**config.mk**
```make
export PLATFORM = sky130hd
export DESIGN_NAME = seg7_scan_driver_flat
export DESIGN_NICKNAME = d
export VERILOG_FILES = /design/src/rtl/seg7_scan_driver_if.sv /design/src/rtl/seg7_scan_driver.sv /design/src/flat_wrapper.sv
export SDC_FILE = /design/constraint.sdc
export NUM_CORES = 1
export LEC_CHECK = 0
export CORE_UTILIZATION = 60
export DETAILED_ROUTE_END_ITERATION = 16
export PLACE_DENSITY = 0.83
export SETUP_SLACK_MARGIN = 0.5
export SYNTH_ARGS = -nofsm -noshare
export SYNTH_HDL_FRONTEND = slang
export SYNTH_SLANG_ARGS = --single-unit
```
**constraint.sdc**
```tcl
create_clock -name clk -period 3.8 [get_ports clk]
set_input_delay 0.57 -clock clk [delete_from_list [all_inputs] [get_ports clk]]
set_output_delay 0.57 -clock clk [all_outputs]
set_load 0.005 [all_outputs]
```
**src/rtl/seg7_scan_driver_if.sv**
```systemverilog
// rtl/seg7_scan_driver_if.sv - application-side frame write port of the 7-segment scan driver
interface seg7_scan_driver_if #(
    parameter int NUM_DIGITS = 4
);
    logic [4*NUM_DIGITS-1:0] value;
    logic [NUM_DIGITS-1:0]   dp;
    logic [NUM_DIGITS-1:0]   blank;
    logic                    lz_en;
    logic                    load;
    logic                    pending;

    modport master (output value, output dp, output blank, output lz_en, output load, input pending);
    modport slave  (input value, input dp, input blank, input lz_en, input load, output pending);
endinterface

```
**src/rtl/seg7_scan_driver.sv**
```systemverilog
// rtl/seg7_scan_driver.sv - time-multiplexed active-low 7-segment scanner with tear-free frames
module seg7_scan_driver #(
    parameter int NUM_DIGITS  = 4,
    parameter int REFRESH_DIV = 100000,
    parameter int GUARD       = 16
) (
    input  logic                  clk,
    input  logic                  reset,
    seg7_scan_driver_if.slave     bus,
    output logic [7:0]            seg,
    output logic [NUM_DIGITS-1:0] an,
    output logic                  frame_start
);
    localparam int CW = $clog2(REFRESH_DIV);
    localparam int IW = (NUM_DIGITS > 1) ? $clog2(NUM_DIGITS) : 1;
    localparam logic [CW-1:0] CNT_LAST = CW'(REFRESH_DIV - 1);
    localparam logic [CW-1:0] GUARD_C  = CW'(GUARD);
    localparam logic [IW-1:0] IDX_LAST = IW'(NUM_DIGITS - 1);

    logic [CW-1:0]           cnt;
    logic [IW-1:0]           idx;
    logic [4*NUM_DIGITS-1:0] a_value, p_value;
    logic [NUM_DIGITS-1:0]   a_dp, p_dp, a_blank, p_blank;
    logic                    a_lz, p_lz;
    logic                    pending;

    logic                    frame_wrap;
    logic [NUM_DIGITS-1:0]   suppress;
    logic [NUM_DIGITS-1:0]   dark;
    logic                    lz_run;
    logic [3:0]              nibble;
    logic [7:0]              seg_d;
    logic [NUM_DIGITS-1:0]   an_d;

    assign frame_wrap  = (cnt == CNT_LAST) && (idx == IDX_LAST);
    assign bus.pending = pending;

    function automatic logic [6:0] encode(input logic [3:0] n);
        case (n)
            4'h0: encode = 7'h40;
            4'h1: encode = 7'h79;
            4'h2: encode = 7'h24;
            4'h3: encode = 7'h30;
            4'h4: encode = 7'h19;
            4'h5: encode = 7'h12;
            4'h6: encode = 7'h02;
            4'h7: encode = 7'h78;
            4'h8: encode = 7'h00;
            4'h9: encode = 7'h10;
            4'hA: encode = 7'h08;
            4'hB: encode = 7'h03;
            4'hC: encode = 7'h46;
            4'hD: encode = 7'h21;
            4'hE: encode = 7'h06;
            default: encode = 7'h0E;
        endcase
    endfunction

    // Leading-zero suppression walks down from the top digit until a digit with a nonzero nibble or a lit dp
    always_comb begin
        suppress = '0;
        lz_run   = a_lz;
        for (int i = NUM_DIGITS - 1; i >= 1; i--) begin
            if (lz_run && (a_value[4*i +: 4] == 4'h0) && !a_dp[i]) begin
                suppress[i] = 1'b1;
            end else begin
                lz_run = 1'b0;
            end
        end
    end

    // Next output pattern from the current scan position; guard cycles and dark digits drive nothing
    always_comb begin
        dark   = a_blank | suppress;
        nibble = a_value[4*idx +: 4];
        seg_d  = 8'hFF;
        an_d   = '1;
        if (!((cnt < GUARD_C) || dark[idx])) begin
            seg_d = {~a_dp[idx], encode(nibble)};
            an_d  = ~(NUM_DIGITS'(1) << idx);
        end
    end

    // Prescaler and digit index advance
    always_ff @(posedge clk or posedge reset) begin
        if (reset) begin
            cnt <= '0;
            idx <= '0;
        end else if (cnt == CNT_LAST) begin
            cnt <= '0;
            idx <= (idx == IDX_LAST) ? '0 : idx + 1'b1;
        end else begin
            cnt <= cnt + 1'b1;
        end
    end

    // Frame capture: loads park in P until the frame wrap, except a load on the wrap itself goes straight to A
    always_ff @(posedge clk or posedge reset) begin
        if (reset) begin
            a_value <= '0;
            a_dp    <= '0;
            a_blank <= '1;
            a_lz    <= 1'b0;
            p_value <= '0;
            p_dp    <= '0;
            p_blank <= '0;
            p_lz    <= 1'b0;
            pending <= 1'b0;
        end else if (bus.load && frame_wrap) begin
            a_value <= bus.value;
            a_dp    <= bus.dp;
            a_blank <= bus.blank;
            a_lz    <= bus.lz_en;
            pending <= 1'b0;
        end else if (bus.load) begin
            p_value <= bus.value;
            p_dp    <= bus.dp;
            p_blank <= bus.blank;
            p_lz    <= bus.lz_en;
            pending <= 1'b1;
        end else if (frame_wrap && pending) begin
            a_value <= p_value;
            a_dp    <= p_dp;
            a_blank <= p_blank;
            a_lz    <= p_lz;
            pending <= 1'b0;
        end
    end

    // Registered pin drive; reset darkens the display without waiting for a clock
    always_ff @(posedge clk or posedge reset) begin
        if (reset) begin
            seg         <= 8'hFF;
            an          <= '1;
            frame_start <= 1'b0;
        end else begin
            seg         <= seg_d;
            an          <= an_d;
            frame_start <= (cnt == '0) && (idx == '0);
        end
    end
endmodule
```
**src/flat_wrapper.sv**
```systemverilog
// flat-port wrapper written by rule: the top's interface ports become plain ports
module seg7_scan_driver_flat 
#(
    parameter int NUM_DIGITS  = 4,
    parameter int REFRESH_DIV = 100000,
    parameter int GUARD       = 16
)
  (clk, reset, seg, an, frame_start, bus_value, bus_dp, bus_blank, bus_lz_en, bus_load, bus_pending);
  seg7_scan_driver_if #(.NUM_DIGITS(NUM_DIGITS)) bus_i ();
  input  logic clk;
  input  logic reset;
  output logic [7:0] seg;
  output logic [NUM_DIGITS-1:0] an;
  output logic frame_start;
  input wire logic [$bits(bus_i.value)-1:0] bus_value;
  input wire logic [$bits(bus_i.dp)-1:0] bus_dp;
  input wire logic [$bits(bus_i.blank)-1:0] bus_blank;
  input wire logic [$bits(bus_i.lz_en)-1:0] bus_lz_en;
  input wire logic [$bits(bus_i.load)-1:0] bus_load;
  output wire logic [$bits(bus_i.pending)-1:0] bus_pending;
  assign bus_i.value = bus_value;
  assign bus_i.dp = bus_dp;
  assign bus_i.blank = bus_blank;
  assign bus_i.lz_en = bus_lz_en;
  assign bus_i.load = bus_load;
  assign bus_pending = bus_i.pending;
  seg7_scan_driver #(.NUM_DIGITS(NUM_DIGITS), .REFRESH_DIV(REFRESH_DIV), .GUARD(GUARD)) u_core (.clk(clk), .reset(reset), .bus(bus_i), .seg(seg), .an(an), .frame_start(frame_start));
endmodule
```
==> results of run 1 <==
## metal layers
layer	track usage	vias to the layer above
met1	0.328	1501
met3	0.0606	7
li1	-	1406
met2	0.428	95
met4	0.0788	0
met5	0	-
## logic make-up (layout without fill, tap and decap cells)
logic type / Yosys count / after routing
and+or+nand+nor: 105 / 105
muxes: 33 / 33
AOI/OAI and AO/OA: 69 / 69
xor gates and xnor gates: 17 / 17
adders and majority gates: 12 / 12
buffers and inverters: 39 / 85
DFF: 83 / 83
## critical path, delay by kind of cell, from the launching register on
family | cells | cell delay (ps)
buffers and inverters | 1 | 90
adder cells (fa/ha/maj) | 1 | 300
AND/OR/NAND/NOR | 2 | 1060
flip-flops | 1 | 690
multiplexers | 1 | 370
## state kept, by name (all words and copies together) (netlist names)
signal	cells
u_core.idx	2
u_core.a_lz	1
u_core.seg	8
u_core.p_lz	1
u_core.a_value	16
u_core.p_dp	4
u_core.a_dp	4
u_core.p_value	16
u_core.frame_start	1
u_core.bus.pending	1
u_core.p_blank	4
u_core.a_blank	4
u_core.cnt	17
u_core.an	4
## synth_stat cells, drive strengths merged (3+ instances only)
library cell  count  share of area
nor2             29          0.030
and2              3         0.0045
mux4              6          0.032
ha               12          0.036
a221oi            7          0.015
buf               9          0.018
a221o            12          0.029
o2bb2ai           6          0.013
xnor2             8          0.017
nor3b            10          0.018
o32ai            11          0.023
nor4              3         0.0060
dfrtp            67           0.40
and3              5         0.0075
o21ai             6         0.0072
nand3b            3         0.0054
nand3            13          0.018
o211ai            3         0.0054
mux2             27          0.072
nor3              4         0.0060
clkbuf            8         0.0072
a31o              8          0.017
xor2              9          0.019
inv              21          0.019
nand2            23          0.024
dfstp            16           0.10
a22oi             6          0.011
## layout make-up
class,instances,share of cell area
Multi-Input combinational cell,236,0.394
Sequential cell,83,0.433
Tap cell,80,0.0207
Clock buffer,10,0.0284
Inverter,22,0.0173
Timing Repair Buffer,47,0.0940
Clock inverter,6,0.0129
## worst min-delay path by stage
stage,from,to,slack (ps)
floorplan,u_core.a_dp[0],u_core.a_dp[0],450
global placement,u_core.a_blank[1],u_core.a_blank[1],470
detailed placement,u_core.a_blank[2],u_core.a_blank[2],480
CTS,u_core.a_blank[2],u_core.a_blank[2],490
global route,u_core.a_blank[2],u_core.a_blank[2],500
finish,u_core.a_blank[2],u_core.a_blank[2],490
## stage by stage
stage,area [sq um],std cells,hold slack (ps)
after floorplan,4200,358,452
after global placement,4650,468,472
after detailed placement,4650,468,477
after CTS,4850,484,491
after global routing,4850,484,499
final,4850,484,491
## power by group
| part | total (mW) | internal [mW] | switching, mW | leakage, nW |
|---|---|---|---|---|
| logic | 0.226 | 0.128 | 0.0976 | 0.913 |
| clock network | 0.646 | 0.322 | 0.324 | 0.106 |
| registers | 1.00 | 0.955 | 0.0457 | 0.979 |
| total | 1.87 | 1.41 | 0.468 | 2.00 |
==> run metrics, run 1 <==
setup slack after layout about 1200 ps; crit end category register; PwrDens between 300 and 400 mW/mm^2; Nets approximately 440; R2R cell count 5; cts hold-fix bufs 0; Critical Path RT 4040 ps; LEAKAGE roughly 2.0 nW; via/cell ratio a little over 6; most frequent cells in the layout dfrtp_1, clkdlybuf4s50_1, nor2_1; H-Tree Depth 3; syn_area_per_cell between 10 and 15 sq um; core area around 0.0068 sq mm; DRT Pass-1 Iters 5; peak supply drop ~0.26 mV; unrepaired setup endpoints after global routing false; CP peak stage delay between 700 and 800 ps; die height between 80 and 90 microns; share of cells above drive strength 1 0.213; worst slack at placement 1130 ps; worst slew pin tran between 1000 and 1500 ps; IO Pins 42; Die ar. ~0.0073 sq mm; initial antenna violation count 0; Yosys reg bits 83; DRC viols 0; clk_skew ~8.7 ps; most common cell after layout, fill and taps aside dfrtp_1; Setup CP Type reg -> reg; max frequency approximately 0.38 GHz; crit-path max FO 25; met2 wire len 4290 microns; XOR/XNOR share of the synthesized area 0.0355; Hold Crit Depth 1; n_diodes 0; Synth-to-Final Area Change 15.5%; syn nets a little under 400; DP Wirelength roughly 5800 microns; Routed WL approximately 8500 microns; crit path time final about 2600 ps; largest net degree at the start of global routing 67; multiplexer share of the synthesized area 0.105; Detail Route Antenna Nets 0; end of the worst register-to-register path u_core.p_value[14]; grt total ovfl 0; Slowest-stage cell, CP or3_1; number of global-route vias before repair approximately 2.9k; first-pass GRT wire length around 14,000 microns; post-synth cell types 53; wl on met1 ~3700 microns; EDFF count, synth 0; Hold Crit Class reg -> reg; Worst R2R Start u_core.idx[0]; Async SR Flop Fraction 1.00; DR WL met3 approximately 380 microns; Final Wtd Congestion 0.829; Synth Area in Compound Gates 0.138; sequential area share after synthesis 0.500; Setup TNS 0 ps; CP endpoint u_core.p_value[14]; crit path from u_core.idx[0]; gr usage total 0.254; initial drt markers approximately 270; Synth Instances roughly 360; adder-cell area share of the yosys netlist 0.0358; post-cts sizing count 0; final setup vio count 0; Max clock buf depth 2; Via Count 3,009; top layer in use met4; initial core utilization 0.621; Worst Setup Start Kind register; slack of the worst reg-to-reg path about 1200 ps; Root Driver clkbuf_8; filler cell count in the final layout about 480; largest family of logic cells by synthesized area simple AND/OR/NAND/NOR gates; max_slew headroom 0.250; max cap viols 0; worst path cell trace ha_1 > inv_1 > or3_1 > nand2_8 > mux2_2; CTS tree built; end-of-flow core utilization 0.717; cell row count 30; yosys warns 0; Clock Pin Slew Worst Setup and Hold Paths approximately 80 ps; wire per inst roughly 18 microns; period utilization 0.692; Post-Syn Area around 0.0042 sq mm; FF/Latch Area roughly 0.0021 sq mm; die width 85.6 microns; clock tree sinks slightly above 80; total CTS buffers 9; Max Transition Viols Final 0; Final Hold Viols 0; Post-CTS Setup Bufs 0; run status finished clean; ys flop type dfrtp_1; Simple-Gate Fraction of Synth Area 0.141; Skew-Pair Late Insertion Delay 350 ps; crit path DAT approximately 2900 ps; Design Power 1.87 mW; IO buf count 41; area of the multi-input gates between 0.0015 and 0.002 sq mm
Power figures use the tool's default switching activity.
==> run 2: changes to the inputs <==
- CORE_UTILIZATION: 60 -> 51
- PLACE_DENSITY: 0.83 -> 0.75
- clock period: 3.8 -> 2.4 ns (I/O delays scaled with it)
==> run metrics, run 2 (synthesis gave the netlist of run 1 again) <==
Routed WL 11,300 microns; Detail Route Antenna Nets 0; via/cell ratio between 6 and 7; CTS tree built; crit path time final 2040 ps; initial core utilization 0.535; gr usage total 0.271; fin cells approximately 550; Slowest-stage cell, CP or3_4; die width around 93 microns; Psw 0.797 mW; share of cells above drive strength 1 0.368; Die ar. about 0.0086 sq mm; Via Count around 3.5k; Setup TNS 0 ps; Critical Path RT ~2600 ps; run status finished clean; LEAKAGE approximately 2.4 nW; number of global-route vias before repair 3,409; combinational cell fraction of total power 0.144; Skew-Pair Late Insertion Delay between 300 and 400 ps; Synth-to-Final Area Change 37.1%; worst path cell trace ha_2 > and4_4 > nand3_4 > or3_4 > buf_6 > buf_16 > a221o_1; max_slew headroom 0.603; Max Transition Viols Final 0; crit path DAT roughly 2300 ps; die height 92.7 microns; clock network power share 0.372; filler cell count in the final layout 497; worst slew pin tran 587 ps; clock tree sinks a little over 80; end-of-flow core utilization 0.733; FF/Latch Area 0.00210 sq mm; setup slack after layout between 300 and 400 ps; DP Wirelength slightly above 6000 microns; final setup vio count 0; Final Hold Viols 0; max frequency between 0.4 and 0.5 GHz; worst slack at placement ~110 ps; n_diodes 0; max cap viols 0; Sequential Power Share 0.484; peak supply drop 0.332 mV; CP peak stage delay 460 ps; area of the multi-input gates 0.00233 sq mm; Largest regs u_core.cnt x17, u_core.a_value x16, u_core.p_value x16; Largest Register u_core.cnt; PwrDens 574 mW/mm^2; clk_skew approximately 8.9 ps; Worst Setup Start Kind register; DRT Pass-1 Iters 4; most common cell after layout, fill and taps aside dfrtp_1; period utilization 0.850; most frequent cells in the layout dfrtp_1, clkdlybuf4s50_1, nor2_1; largest net degree at the start of global routing 44; IO buf count between 40 and 50; core area between 0.007 and 0.008 sq mm; Max clock buf depth 2; total CTS buffers 9; initial drt markers approximately 270; Hold Crit Class in -> async; Final Wtd Congestion about 0.84; Root Driver clkbuf_8; cell row count 32; internal power ~2.5 mW; initial antenna violation count 0; max FFs per register 17; Clock Pin Slew Worst Setup and Hold Paths roughly 80 ps; Setup CP Type reg -> reg; DRC viols 0; grt total ovfl 0; Nets ~480; IO Pins 42; Sw Share 0.241; wire per inst 20.6 microns; first-pass GRT wire length about 17,000 microns; Placed Instances about 500; cts hold-fix bufs 0; crit-path max FO 6; unrepaired setup endpoints after global routing true; H-Tree Depth 3; crit end category register
-- run 2: final cells by class --
cell class | instances | share of cell area
clock inverter | 4 | 0.0170
multi-input combinational | 241 | 0.404
timing repair buffer | 84 | 0.151
clock buffer | 12 | 0.0252
inverter | 22 | 0.0154
sequential | 83 | 0.365
tap | 102 | 0.0222
-- run 2: stage by stage --
step / hold WS (ps) / instance area (sq um) / power, mW
after global routing: 416 / 5760 / 3.41
after global placement: 480 / 4810 / 1.98
final: 381 / 5760 / 3.30
after floorplan: 452 / 4250 / 1.82
after detailed placement: 476 / 4810 / 1.99
after CTS: 382 / 5540 / 3.26
-- run 2: timing repair --
| item | 4_1_cts | 5_1_grt |
|---|---|---|
| resized for setup | 52 | 30 |
| setup endpoints to repair | 63 | 66 |
| cloned | 5 | 2 |
| buffers inserted | 22 | 5 |
| pin swaps | 11 | 8 |
-- run 2: power groups by stage --
stage / registers [mW] / clock network [mW] / logic, mW
floorplan: 1.59 / 0 / 0.232
global placement: 1.60 / 0 / 0.372
detailed placement: 1.61 / 0 / 0.382
CTS: 1.58 / 1.24 / 0.438
global route: 1.60 / 1.29 / 0.516
finish: 1.60 / 1.23 / 0.475
-- run 2: critical path, delay by kind of cell, from the launching register on --
family / cells / cell delay (ps)
compound gates: 1 / 320
fa+ha+maj: 1 / 180
buf+inv: 2 / 280
flops: 1 / 360
simple gates: 3 / 770
-- run 2: routing by layer --
metal,track usage,routed length [microns]
met1,0.340,4660
met4,0.141,353
met3,0.0534,698
met2,0.446,5570
met5,0,0
-- run 2: path summary, 6_finish.rpt --
check	startpoint	to	slack, ps	cells after the start
worst min-delay path	reset	u_core.p_value[9]	380	2
max in group asynchronous	reset	u_core.an[0]	1390	3
worst max-delay path	u_core.cnt[1]	u_core.a_value[6]	360	7
worst max register to register	u_core.cnt[1]	u_core.a_value[6]	360	7
min in group clk	u_core.a_blank[1]	u_core.a_blank[1]	500	1
worst min register to register	u_core.a_blank[1]	u_core.a_blank[1]	500	1
